==> config.mk <==
export PLATFORM = sky130hd
export DESIGN_NAME = pixel_fetch_ctrl
export DESIGN_NICKNAME = d
export VERILOG_FILES = /design/src/rtl/pixel_fetch_ctrl.sv
export SDC_FILE = /design/constraint.sdc
export NUM_CORES = 1
export LEC_CHECK = 0
export CORE_MARGIN = 2
export CORE_UTILIZATION = 49
export DETAILED_ROUTE_END_ITERATION = 7
export PLACE_DENSITY_LB_ADDON = 0.25
export SLEW_MARGIN = 20
export SYNTH_ARGS = -nofsm -noshare
export SYNTH_HDL_FRONTEND = slang
export SYNTH_SLANG_ARGS = --single-unit
==> constraint.sdc <==
create_clock -name clk -period 1.6 [get_ports clk]
set_input_delay 0.32 -clock clk [delete_from_list [all_inputs] [get_ports clk]]
set_output_delay 0.32 -clock clk [all_outputs]
set_load 0.05 [all_outputs]
==> src/rtl/pixel_fetch_ctrl.sv <==
// Frame sequencer between pixel_pos and the FAST window buffer: position -> memory read -> pixel stream.
// Optional abort/aborted handshake is compiled in when PIXEL_FETCH_ABORT_EN is defined.
module pixel_fetch_ctrl #(
  parameter int SIZE = 4,
  parameter int ADDR_W = 16,
  parameter int DATA_W = 8,
  parameter logic [ADDR_W-1:0] BASE_ADDR = '0
) (
  input  logic              clk,
  input  logic              n_rst,
  input  logic              start,
  input  logic [SIZE-1:0]   max_x,
  input  logic [SIZE-1:0]   max_y,
  input  logic [SIZE-1:0]   curr_x,
  input  logic [SIZE-1:0]   curr_y,
  input  logic              next_dir,
  output logic              update_pos,
  output logic              new_trans,
  output logic              mem_req,
  output logic [ADDR_W-1:0] mem_addr,
  input  logic              mem_ack,
  input  logic [DATA_W-1:0] mem_rdata,
  output logic              pix_valid,
  input  logic              pix_ready,
  output logic [DATA_W-1:0] pix_data,
  output logic [SIZE-1:0]   pix_x,
  output logic [SIZE-1:0]   pix_y,
  output logic              pix_row_start,
  output logic              pix_last,
  output logic              busy,
`ifdef PIXEL_FETCH_ABORT_EN
  output logic              done,
  input  logic              abort,
  output logic              aborted
`else
  output logic              done
`endif
);

  localparam int CW = 2 * SIZE;

  typedef enum logic [2:0] {IDLE, INIT, CAPT, REQ, OUT, ADV, DONE} state_t;

  state_t            state, state_next;
  logic [CW-1:0]     pix_cnt;
  logic [CW-1:0]     last_idx;
  logic              row_flag;
  logic [ADDR_W-1:0] addr_calc;

  assign last_idx  = CW'(max_x) * CW'(max_y) - CW'(1);
  assign addr_calc = BASE_ADDR + ADDR_W'(curr_y) * ADDR_W'(max_x) + ADDR_W'(curr_x);
  assign busy      = (state != IDLE);

`ifdef PIXEL_FETCH_ABORT_EN
  // An abort seen mid-read must wait for the memory to finish before we leave REQ.
  logic abort_pend;
  logic abort_hit;

  assign abort_hit = abort || abort_pend;

  always_ff @(posedge clk or negedge n_rst) begin
    if (!n_rst)
      abort_pend <= 1'b0;
    else if (state == REQ)
      abort_pend <= abort_hit && !mem_ack;
    else
      abort_pend <= 1'b0;
  end
`endif

  always_ff @(posedge clk or negedge n_rst) begin
    if (!n_rst)
      state <= IDLE;
    else
      state <= state_next;
  end

  always_comb begin
    state_next = state;
    update_pos = 1'b0;
    new_trans  = 1'b0;
    mem_req    = 1'b0;
    pix_valid  = 1'b0;
    done       = 1'b0;
`ifdef PIXEL_FETCH_ABORT_EN
    aborted    = 1'b0;
`endif
    case (state)
      IDLE: if (start) state_next = (max_x == '0 || max_y == '0) ? DONE : INIT;
      INIT: begin
        update_pos = 1'b1;
        new_trans  = 1'b1;
        state_next = CAPT;
      end
      CAPT: state_next = REQ;
      REQ: begin
        mem_req = 1'b1;
        if (mem_ack) state_next = OUT;
      end
      OUT: begin
        pix_valid = 1'b1;
        if (pix_ready) state_next = pix_last ? DONE : ADV;
      end
      ADV: begin
        update_pos = 1'b1;
        state_next = CAPT;
      end
      DONE: begin
        done       = 1'b1;
        state_next = IDLE;
      end
      default: state_next = IDLE;
    endcase
`ifdef PIXEL_FETCH_ABORT_EN
    case (state)
      INIT, CAPT, OUT, ADV: begin
        if (abort) begin
          state_next = IDLE;
          aborted    = 1'b1;
          pix_valid  = 1'b0;
        end
      end
      REQ: begin
        if (mem_ack && abort_hit) begin
          state_next = IDLE;
          aborted    = 1'b1;
        end
      end
      default: ;
    endcase
`endif
  end

  // Read data is only kept when the read actually leads to an output beat.
  always_ff @(posedge clk or negedge n_rst) begin
    if (!n_rst) begin
      pix_cnt       <= '0;
      row_flag      <= 1'b0;
      mem_addr      <= '0;
      pix_x         <= '0;
      pix_y         <= '0;
      pix_data      <= '0;
      pix_row_start <= 1'b0;
      pix_last      <= 1'b0;
    end else begin
      case (state)
        INIT: begin
          pix_cnt  <= '0;
          row_flag <= 1'b1;
        end
        CAPT: begin
          pix_x         <= curr_x;
          pix_y         <= curr_y;
          mem_addr      <= addr_calc;
          pix_row_start <= row_flag;
          pix_last      <= (pix_cnt == last_idx);
        end
        REQ: if (mem_ack && state_next == OUT) pix_data <= mem_rdata;
        ADV: begin
          row_flag <= next_dir;
          pix_cnt  <= pix_cnt + CW'(1);
        end
        default: ;
      endcase
    end
  end

endmodule
==> results of run 1 <==
[per-layer routing]
layer  global-route usage (%)  vias to the layer above  routed length, um
met2                    37.42                       57               3507
li1                         -                     1287                  -
met5                        0                        -                  0
met3                    3.043                       10                281
met1                    28.38                     1270               3134
met4                    6.167                        0                102
[worst max-delay path, cell delays in order]
cell      delay (ns)
buf_4           0.11
nand2_2         0.05
fa_1            0.52
fa_1            0.43
fa_1            0.50
inv_2           0.05
ha_4            0.22
a21o_1          0.17
a21oi_2         0.15
o21bai_1        0.12
a2111o_1        0.37
nand3_1         0.07
[cells in the mapped netlist, drive strengths merged (2+ instances only)]
cell type / number
nand2: 70
dfrtp: 39
ha: 36
inv: 32
and2: 14
o21ai: 14
clkbuf: 13
xnor2: 13
a21oi: 12
fa: 12
nor2: 11
buf: 9
mux2: 8
nand3: 6
a21o: 4
mux2i: 4
nor3: 4
xor2: 4
nand2b: 3
nand4: 3
nor4: 3
a22o: 2
a31oi: 2
and3: 2
o21bai: 2
o31ai: 2
[what timing repair did]
action / CTS / global route
setup endpoints to repair: 14 / 12
buffers inserted: 10 / 5
hold buffers: 1 / 0
hold endpoints to repair: 16 / 0
gates cloned: 0 / 0
pin swaps: 18 / 15
resized for setup: 74 / 11
[cell families (layout without fill, tap and decap cells)]
logic type | after synthesis | in the layout
buffers and inverters | 54 | 150
and+or+nand+nor | 121 | 121
xor gates and xnor gates | 17 | 17
muxes | 12 | 12
AOI/OAI and AO/OA | 43 | 43
other | 1 | 7
DFF | 39 | 39
adders and majority gates | 48 | 48
[power by group]
group / switching, uW / internal [uW] / leakage, uW / total, uW
Sequential: 276 / 1380 / 0.000488 / 1650
Combinational: 2890 / 2000 / 0.00165 / 4890
Clock: 390 / 470 / 0.0000548 / 860
Total: 3560 / 3850 / 0.00219 / 7400
[through the flow]
step	worst slack (ns)	TNS, ns	util (%)	area, sq um	instances
global placement	-1.992	-15.36	67.24	3981	490
CTS	-1.257	-8.194	72.46	4290	509
floorplan	-1.485	-9.455	-	3158	341
global route	-1.332	-8.880	73.69	4363	512
detailed placement	-2.045	-15.82	67.24	3981	490
finish	-1.232	-8.117	73.69	4363	512
[flip-flops by register name, indices dropped and copies added, names as in the netlist]
register and flops:
pix_cnt 8, pix_last 1, row_flag 1, pix_x 4
pix_data 8, pix_y 4, pix_row_start 1, state 3
mem_addr 9
[cell type report]
| type | count | area [sq um] |
|---|---|---|
| clock inverter | 3 | 46.29 |
| inverter | 32 | 123.9 |
| fill | 452 | 1558 |
| timing repair buffer | 110 | 1033 |
| clock buffer | 5 | 68.82 |
| multi-input combinational | 248 | 2019 |
| tap | 75 | 93.84 |
| sequential | 39 | 977.2 |
[worst max path at each step]
| stage | start | depth (start not counted) | slack [ns] | endpoint |
|---|---|---|---|---|
| after global routing | max_x[1] | 12 | -1.33 | mem_addr[7]$_DFFE_PN0P_ |
| after CTS | max_x[1] | 12 | -1.26 | mem_addr[7]$_DFFE_PN0P_ |
| final | max_x[3] | 12 | -1.23 | mem_addr[7]$_DFFE_PN0P_ |
| after floorplan | max_x[1] | 12 | -1.48 | mem_addr[7]$_DFFE_PN0P_ |
| after detailed placement | max_x[1] | 12 | -2.04 | mem_addr[7]$_DFFE_PN0P_ |
| after global placement | max_x[1] | 12 | -1.99 | mem_addr[7]$_DFFE_PN0P_ |
==> results_dict.tcl, run 1 <==
set metrics [dict create \
    status "complete, but fails checks" \
    synthSimpleGateAreaFrac_pct 18.57 \
    grt_usage_pct 21.71 \
    grt_pass1_wl_um 11230 \
    vias_per_cell 5.125 \
    hold_depth 3 \
    synthXorXnorAreaFrac_pct 4.934 \
    clock_latency_ns 0.30 \
    drive_above_1_share_pct 33.41 \
    worstReg2RegEnd "mem_addr[7]$_DFFE_PN0P_" \
    die_w_um 82.48 \
    max_cap_violations 0 \
    power_uw 7401 \
    antenna_left 0 \
    place_hpwl_um 5224 \
    final-hold-violation-count 0 \
    synth_flop_cell "dfrtp_1" \
    synth_top_cell_by_area "dfrtp_1" \
    worstPathArrival_ns 3.07 \
    synth.area.top_cells "dfrtp_1 32%, ha_1 15%, nand2_1 8.7%" \
    dr.first_iter.drc_count 74 \
    gp_congestion 0.8777 \
    dr.pass1.iters 4 \
    diodes 0 \
    grt_max_degree 25 \
    clk_path_buf_depth 2 \
    crit_required_ns 1.83 \
    ys_seq_area_share_pct 32.34 \
    synthCells 335 \
    fmax_ghz 0.3531 \
    reg2reg_setup_slack_ns 0.06 \
    layout_commonest_cell "buf_4" \
    postSynth.asyncResetShare_pct 100.0 \
    hp-start "curr_y[0]" \
    drc 0 \
    hold_end "pix_y[0]$_DFFE_PN0P_" \
    cts_root_buffer "clkbuf_8" \
    final_cell_mix "67 x buf_4, 64 x nand2_1, 38 x dfrtp_1" \
    dieArea_sq_um 6803 \
    synth_top_area_share_pct 32.34 \
    initial_core_util_pct 50.97 \
    die_h_um 82.48 \
    numCtsBuffers 5 \
    vias 2624 \
    irDropWorstVdd_uv 1382 \
    worstSetupPathType "in2reg" \
    io_pins 70 \
    syn_to_final_growth_pct 44.57 \
    synthAdderAreaFrac_pct 22.89 \
    violations "setup timing" \
    period_needed_ns 2.832 \
    cts_tree "yes" \
    slew_violations 0 \
    grt_pass1_vias 2470 \
    core_sq_um 5921 \
    worstHoldPathType "in2reg" \
    cts.sinks 39 \
    overflow 0 \
    synth_warnings 0 \
    cp_max_fo 3 \
    final_nets 514 \
    hold_ws_ns 0.2502 \
    avgSynthCellArea_sq_um 9.009 \
    place.port_buffers 62 \
    critPathCaptureType "flip-flop" \
    synth_cell_types 43 \
    rsz0062_at_grt "true" \
    yosys_register_bits 39 \
    final.setup.worst_slack_ns -1.232 \
    fin_skew_ns 0.004132 \
    cts.htree.levels 2 \
    synth_edf_count 0 \
    antenna_found_initial 0 \
    post_drt_wl_per_cell_um 13.72 \
    synth_compound_gate_area_share_pct 8.914 \
    syn_area_sq_um 3018 \
    r2r_cells 7 \
    synth_top_family_by_area "adder cells" \
    synth_mux_area_share_pct 4.312 \
    power.density_nw_per_um2 1696 \
    setup_viol 9 \
    row_count 28 \
    timing.rr.start "state[1]$_DFF_PN0_" \
    fin_crit_sh_pct 177.0 \
    routed_wl_um 7026 \
    p_leak_uw 0.002191 \
    clkTransAtPathRegs_ns 0.08 \
    critPathLaunchType "input pin" \
]
Note: power is estimated with default switching activity, not from simulation.
==> run 2: changes to the inputs <==
- ABC_AREA: unset -> 1
==> results_dict.tcl, run 2 <==
set metrics [dict create \
    grt_max_degree 40 \
    yosysMostFrequentCell "nand2_1" \
    clkTransAtPathRegs_ns 0.08 \
    hold_buffers 0 \
    vias 2929 \
    postSynth.asyncResetShare_pct 100.0 \
    syn_to_final_growth_pct 52.68 \
    gp_congestion 0.7883 \
    max_cap_violations 0 \
    final_nets 581 \
    synth_flop_cell "dfrtp_1" \
    die_h_um 83.84 \
    violations "setup timing" \
    p_leak_uw 0.002566 \
    antenna_found_initial 0 \
    dr.first_iter.drc_count 138 \
    synth.area.top_cells "dfrtp_1 31%, ha_1 14%, nand2_1 14%" \
    grt_pass1_wl_um 13880 \
    status "complete, but fails checks" \
    cts_tree "yes" \
    slew_headroom_pct 65.58 \
    grt_pass1_vias 3022 \
    yosys_register_bits 39 \
    antenna_left 0 \
    fmax_ghz 0.3779 \
    fin_crit_sh_pct 165.4 \
    place_hpwl_um 5594 \
    synth_top_area_share_pct 31.25 \
    ys_seq_area_share_pct 31.25 \
    largest_reg_flops 9 \
    syn_area_sq_um 3123 \
    final.setup.worst_slack_ns -1.046 \
    clock_latency_ns 0.29 \
    crit_start "max_x[1]" \
    dp_cells 557 \
    vias_per_cell 5.041 \
    synth_warnings 0 \
    period_needed_ns 2.646 \
    reg_top3 "mem_addr: 9 flops, pix_cnt: 8 flops, pix_data: 8 flops" \
    final_cell_mix "102 x nand2_1, 62 x buf_4, 49 x inv_1" \
    diodes 0 \
    rsz0062_at_grt "true" \
    cts.htree.levels 2 \
    dr.pass1.iters 4 \
    routed_wl_um 8351 \
    synthCells 390 \
    io_pins 70 \
    critPathLaunchType "input pin" \
    row_count 29 \
    layout_commonest_cell "nand2_1" \
    avgSynthCellArea_sq_um 8.008 \
    synth_top_cell_by_area "dfrtp_1" \
    tightest_slew_ns 0.5163 \
    cts.sinks 39 \
    place.port_buffers 62 \
    cp_max_fo 6 \
    critPathCaptureType "flip-flop" \
    die_w_um 83.84 \
    irDropWorstVdd_uv 1499 \
    core_sq_um 6241 \
    dieArea_sq_um 7028 \
    worstHoldPathType "in2async" \
    initial_core_util_pct 50.04 \
    drc 0 \
    numCtsBuffers 5 \
    synth_cell_types 38 \
    post_drt_wl_per_cell_um 14.37 \
    clk_path_buf_depth 2 \
    setup_viol 9 \
    final-hold-violation-count 0 \
    worstSetupPathType "in2reg" \
    pre_cts_ws_ns -1.877 \
    synth.top_cells.by_count "119 x nand2_1, 58 x inv_1, 39 x dfrtp_1" \
    overflow 0 \
    fin_skew_ns 0.002950 \
    cts_root_buffer "clkbuf_8" \
    worstPathArrival_ns 2.83 \
    stdcell_count 581 \
    slew_violations 0 \
    crit_required_ns 1.78 \
    synth_edf_count 0 \
    regMostFlops "mem_addr" \
    timing.rr.start "state[0]$_DFF_PN0_" \
    grt_usage_pct 24.66 \
    power.density_nw_per_um2 1684 \
    drive_above_1_share_pct 36.71 \
]
[run 2: changes by cell type after synthesis, moves of 13 or more]
cell / previous run / this run
and2_1: 14 / 0
inv_1: 32 / 58
nand2_1: 70 / 119
nand3_1: 6 / 20
o21ai_0: 14 / 1
[run 2: kinds of logic after synthesis]
group / after synthesis / synth area share, %
AND/OR/NAND/NOR: 180 / 25.60
buffers and inverters: 79 / 10.54
adder cells (fa/ha/maj): 48 / 22.12
flip-flops: 39 / 31.25
AO/OA/AOI/OAI: 25 / 4.688
XOR/XNOR: 10 / 2.804
multiplexers: 8 / 2.885
other: 1 / 0.1201
[run 2: final timing paths]
check / slack [ns] / endpoint / depth (start not counted)
max: -1.05 / mem_addr[3]$_DFFE_PN0P_ / 12
min: 0.07 / mem_addr[6]$_DFFE_PN0P_ / 2
max reg2reg: 0.03 / pix_last$_DFFE_PN0P_ / 10
min reg2reg: 0.48 / pix_x[1]$_DFFE_PN0P_ / 2
max in group asynchronous: 1.14 / state[0]$_DFF_PN0_ / 2
min in group clk: 0.35 / pix_y[0]$_DFFE_PN0P_ / 4
[run 2: what timing repair did]
item	in CTS	in global routing
pin swaps	42	30
setup buffers	14	3
setup endpoints to repair	12	18
resized for setup	93	31
[run 2: per-layer routing]
metal / track usage, % / vias up / routed length [um]
met2: 46.18 / 74 / 4568
met1: 28.05 / 1390 / 3279
met3: 5.045 / 18 / 301
li1: - / 1447 / -
met5: 0 / - / 0
met4: 7.331 / 0 / 202
[run 2: worst max-delay path, stage by stage]
cell and delay (ns):
buf_8 0.08, nand2_2 0.05, fa_1 0.55, fa_1 0.43
fa_1 0.51, inv_2 0.05, ha_4 0.24, buf_4 0.13
buf_4 0.13, buf_6 0.11, xnor2_2 0.15, o21ai_1 0.07
[run 2: cell type report]
class | count | area, sq um
clock buffer | 6 | 72.57
clock inverter | 2 | 60.06
fill | 417 | 1473
inverter | 64 | 247.7
multi-input combinational | 278 | 2166
sequential | 39 | 979.7
tap | 77 | 96.34
timing repair buffer | 115 | 1146
[run 2: power breakdown]
group | internal, uW | switching [uW]
combinational | 2180 | 3140
clock | 624 | 370
sequential | 1390 | 324
[run 2: stage by stage]
| step | TNS [ns] | util, % | area [sq um] | hold WS (ns) | power [uW] |
|---|---|---|---|---|---|
| CTS | -7.753 | 74.48 | 4648 | 0.09815 | 7787 |
| global placement | -14.47 | 67.74 | 4228 | 0.4075 | 6322 |
| floorplan | -11.20 | - | 3348 | 0.02441 | 4791 |
| global route | -8.318 | 76.40 | 4768 | 0.1027 | 8489 |
| finish | -7.485 | 76.40 | 4768 | 0.07019 | 8031 |
| detailed placement | -14.91 | 67.74 | 4228 | 0.4072 | 6416 |
==> run 3: changes to the inputs <==
- RECOVER_POWER: unset -> 25
==> results_dict.tcl, run 3 (same netlist as run 2, synthesis figures left out) <==
set metrics [dict create \
    status "complete, but fails checks" \
    violations "setup timing" \
    grt_pass1_wl_um 13880 \
    timing.rr.start "state[0]$_DFF_PN0_" \
    rsz0062_at_grt "true" \
    drc 0 \
    final_core_util_pct 76.36 \
    gp_congestion 0.7883 \
    place_hpwl_um 5594 \
    cts_root_buffer "clkbuf_8" \
    hold_ws_ns 0.2603 \
    clock_latency_ns 0.29 \
    antenna_left 0 \
    core_sq_um 6241 \
    grt_busiest_layer "met2" \
    die_h_um 83.84 \
    io_pins 70 \
    dr.pass1.iters 4 \
    setup_viol 9 \
    grt_pass1_vias 3022 \
    slew_violations 0 \
    dp_cells 557 \
    fin_skew_ns 0.002981 \
    r2r_cells 10 \
    critPathLaunchType "input pin" \
    clk_path_buf_depth 2 \
    grt_max_degree 40 \
    max_cap_violations 0 \
    setup_tns_ns -7.483 \
    grt_use_met2_pct 46.18 \
    power.density_nw_per_um2 1685 \
    largest_reg_flops 9 \
    reg2reg_setup_slack_ns 0.03 \
    clkTransAtPathRegs_ns 0.08 \
    p_leak_uw 0.002565 \
    cts_tree "yes" \
    final-hold-violation-count 0 \
    row_count 29 \
    grt_usage_pct 24.66 \
    routed_wl_um 8350 \
    drive_above_1_share_pct 36.71 \
    reg_top3 "mem_addr: 9 flops, pix_cnt: 8 flops, pix_data: 8 flops" \
    dr.first_iter.drc_count 138 \
    final_nets 581 \
    stdcell_count 581 \
    worstHoldPathType "in2async" \
    diodes 0 \
    final.setup.worst_slack_ns -1.045 \
    post_drt_wl_per_cell_um 14.37 \
    critPathCaptureType "flip-flop" \
    fmax_ghz 0.3781 \
    power_uw 8030 \
    syn_to_final_growth_pct 52.60 \
    place.port_buffers 62 \
    antenna_found_initial 0 \
    regMostFlops "mem_addr" \
    met1_usage_pct 28.05 \
    crit_required_ns 1.78 \
    vias 2924 \
    worstSetupPathType "in2reg" \
    gr-usage-met3_pct 5.045 \
    final_cell_mix "102 x nand2_1, 61 x buf_4, 49 x inv_1" \
    cp_max_fo 6 \
    worstReg2RegEnd "pix_last$_DFFE_PN0P_" \
    layout_commonest_cell "nand2_1" \
    die_w_um 83.84 \
    initial_core_util_pct 50.04 \
    numCtsBuffers 5 \
    worstPathArrival_ns 2.83 \
    cts.sinks 39 \
    dieArea_sq_um 7028 \
    fin_crit_sh_pct 165.3 \
    cts.htree.levels 2 \
    tightest_slew_ns 1.001 \
    irDropWorstVdd_uv 1499 \
    overflow 0 \
    slew_headroom_pct 33.30 \
    period_needed_ns 2.645 \
    vias_per_cell 5.033 \
]
==> run 3: cell count changes in the layout (fill, tap and decap cells not counted) <==
| cell | before | now |
|---|---|---|
| buf_4 | 62 | 61 |
| clkbuf_2 | 0 | 1 |
==> run 3: worst max-delay path by stage <==
stage / startpoint / to / slack [ns] / depth (start not counted)
2_1_floorplan: max_x[3] / mem_addr[8]$_DFFE_PN0P_ / -1.23 / 15
3_3_place_gp: max_x[1] / mem_addr[8]$_DFFE_PN0P_ / -1.79 / 15
3_5_place_dp: max_x[1] / mem_addr[8]$_DFFE_PN0P_ / -1.88 / 15
4_1_cts: max_x[3] / mem_addr[8]$_DFFE_PN0P_ / -1.08 / 15
5_1_grt: max_x[1] / pix_last$_DFFE_PN0P_ / -1.13 / 15
6_report: max_x[1] / mem_addr[3]$_DFFE_PN0P_ / -1.04 / 12
==> run 3: final cells by class <==
cell class | count | area [sq um]
multi-input cells | 278 | 2166
fillers | 418 | 1475
repair buffers | 115 | 1144
flip-flops and latches | 39 | 979.7
inverters | 64 | 247.7
well taps | 77 | 96.34
clock buffers | 6 | 72.57
clock inverters | 2 | 60.06
==> run 3: critical path, cell delays in order <==
cell     delay [ns]
buf_8          0.08
nand2_2        0.05
fa_1           0.55
fa_1           0.43
fa_1           0.51
inv_2          0.05
ha_4           0.24
buf_4          0.13
buf_4          0.13
buf_6          0.11
xnor2_2        0.14
o21ai_1        0.07
==> run 3: through the flow <==
step	setup slack (ns)	area, sq um
2_1_floorplan	-1.227	3348
3_3_place_gp	-1.793	4228
3_5_place_dp	-1.877	4228
4_1_cts	-1.083	4648
5_1_grt	-1.127	4766
6_report	-1.045	4766
==> run 3: power by group <==
group / total (uW) / switching (uW) / internal (uW)
combinational: 5320 / 3140 / 2180
clock: 994 / 371 / 624
sequential: 1720 / 324 / 1390
total: 8030 / 3830 / 4200
==> run 3: per-layer routing <==
| layer | routed length, um | up-vias | share of wire (%) |
|---|---|---|---|
| li1 | - | 1447 | - |
| met1 | 3283 | 1385 | 39 |
| met2 | 4563 | 74 | 55 |
| met3 | 301 | 18 | 3.6 |
| met4 | 202 | 0 | 2.4 |
| met5 | 0 | - | 0 |
==> run 3: what timing repair did <==
| action | in CTS | in global routing |
|---|---|---|
| buffers inserted | 14 | 3 |
| resized for setup | 93 | 31 |
| pin swaps | 42 | 30 |
| hold buffers | 0 | 0 |
| endpoints found under the setup margin | 12 | 18 |
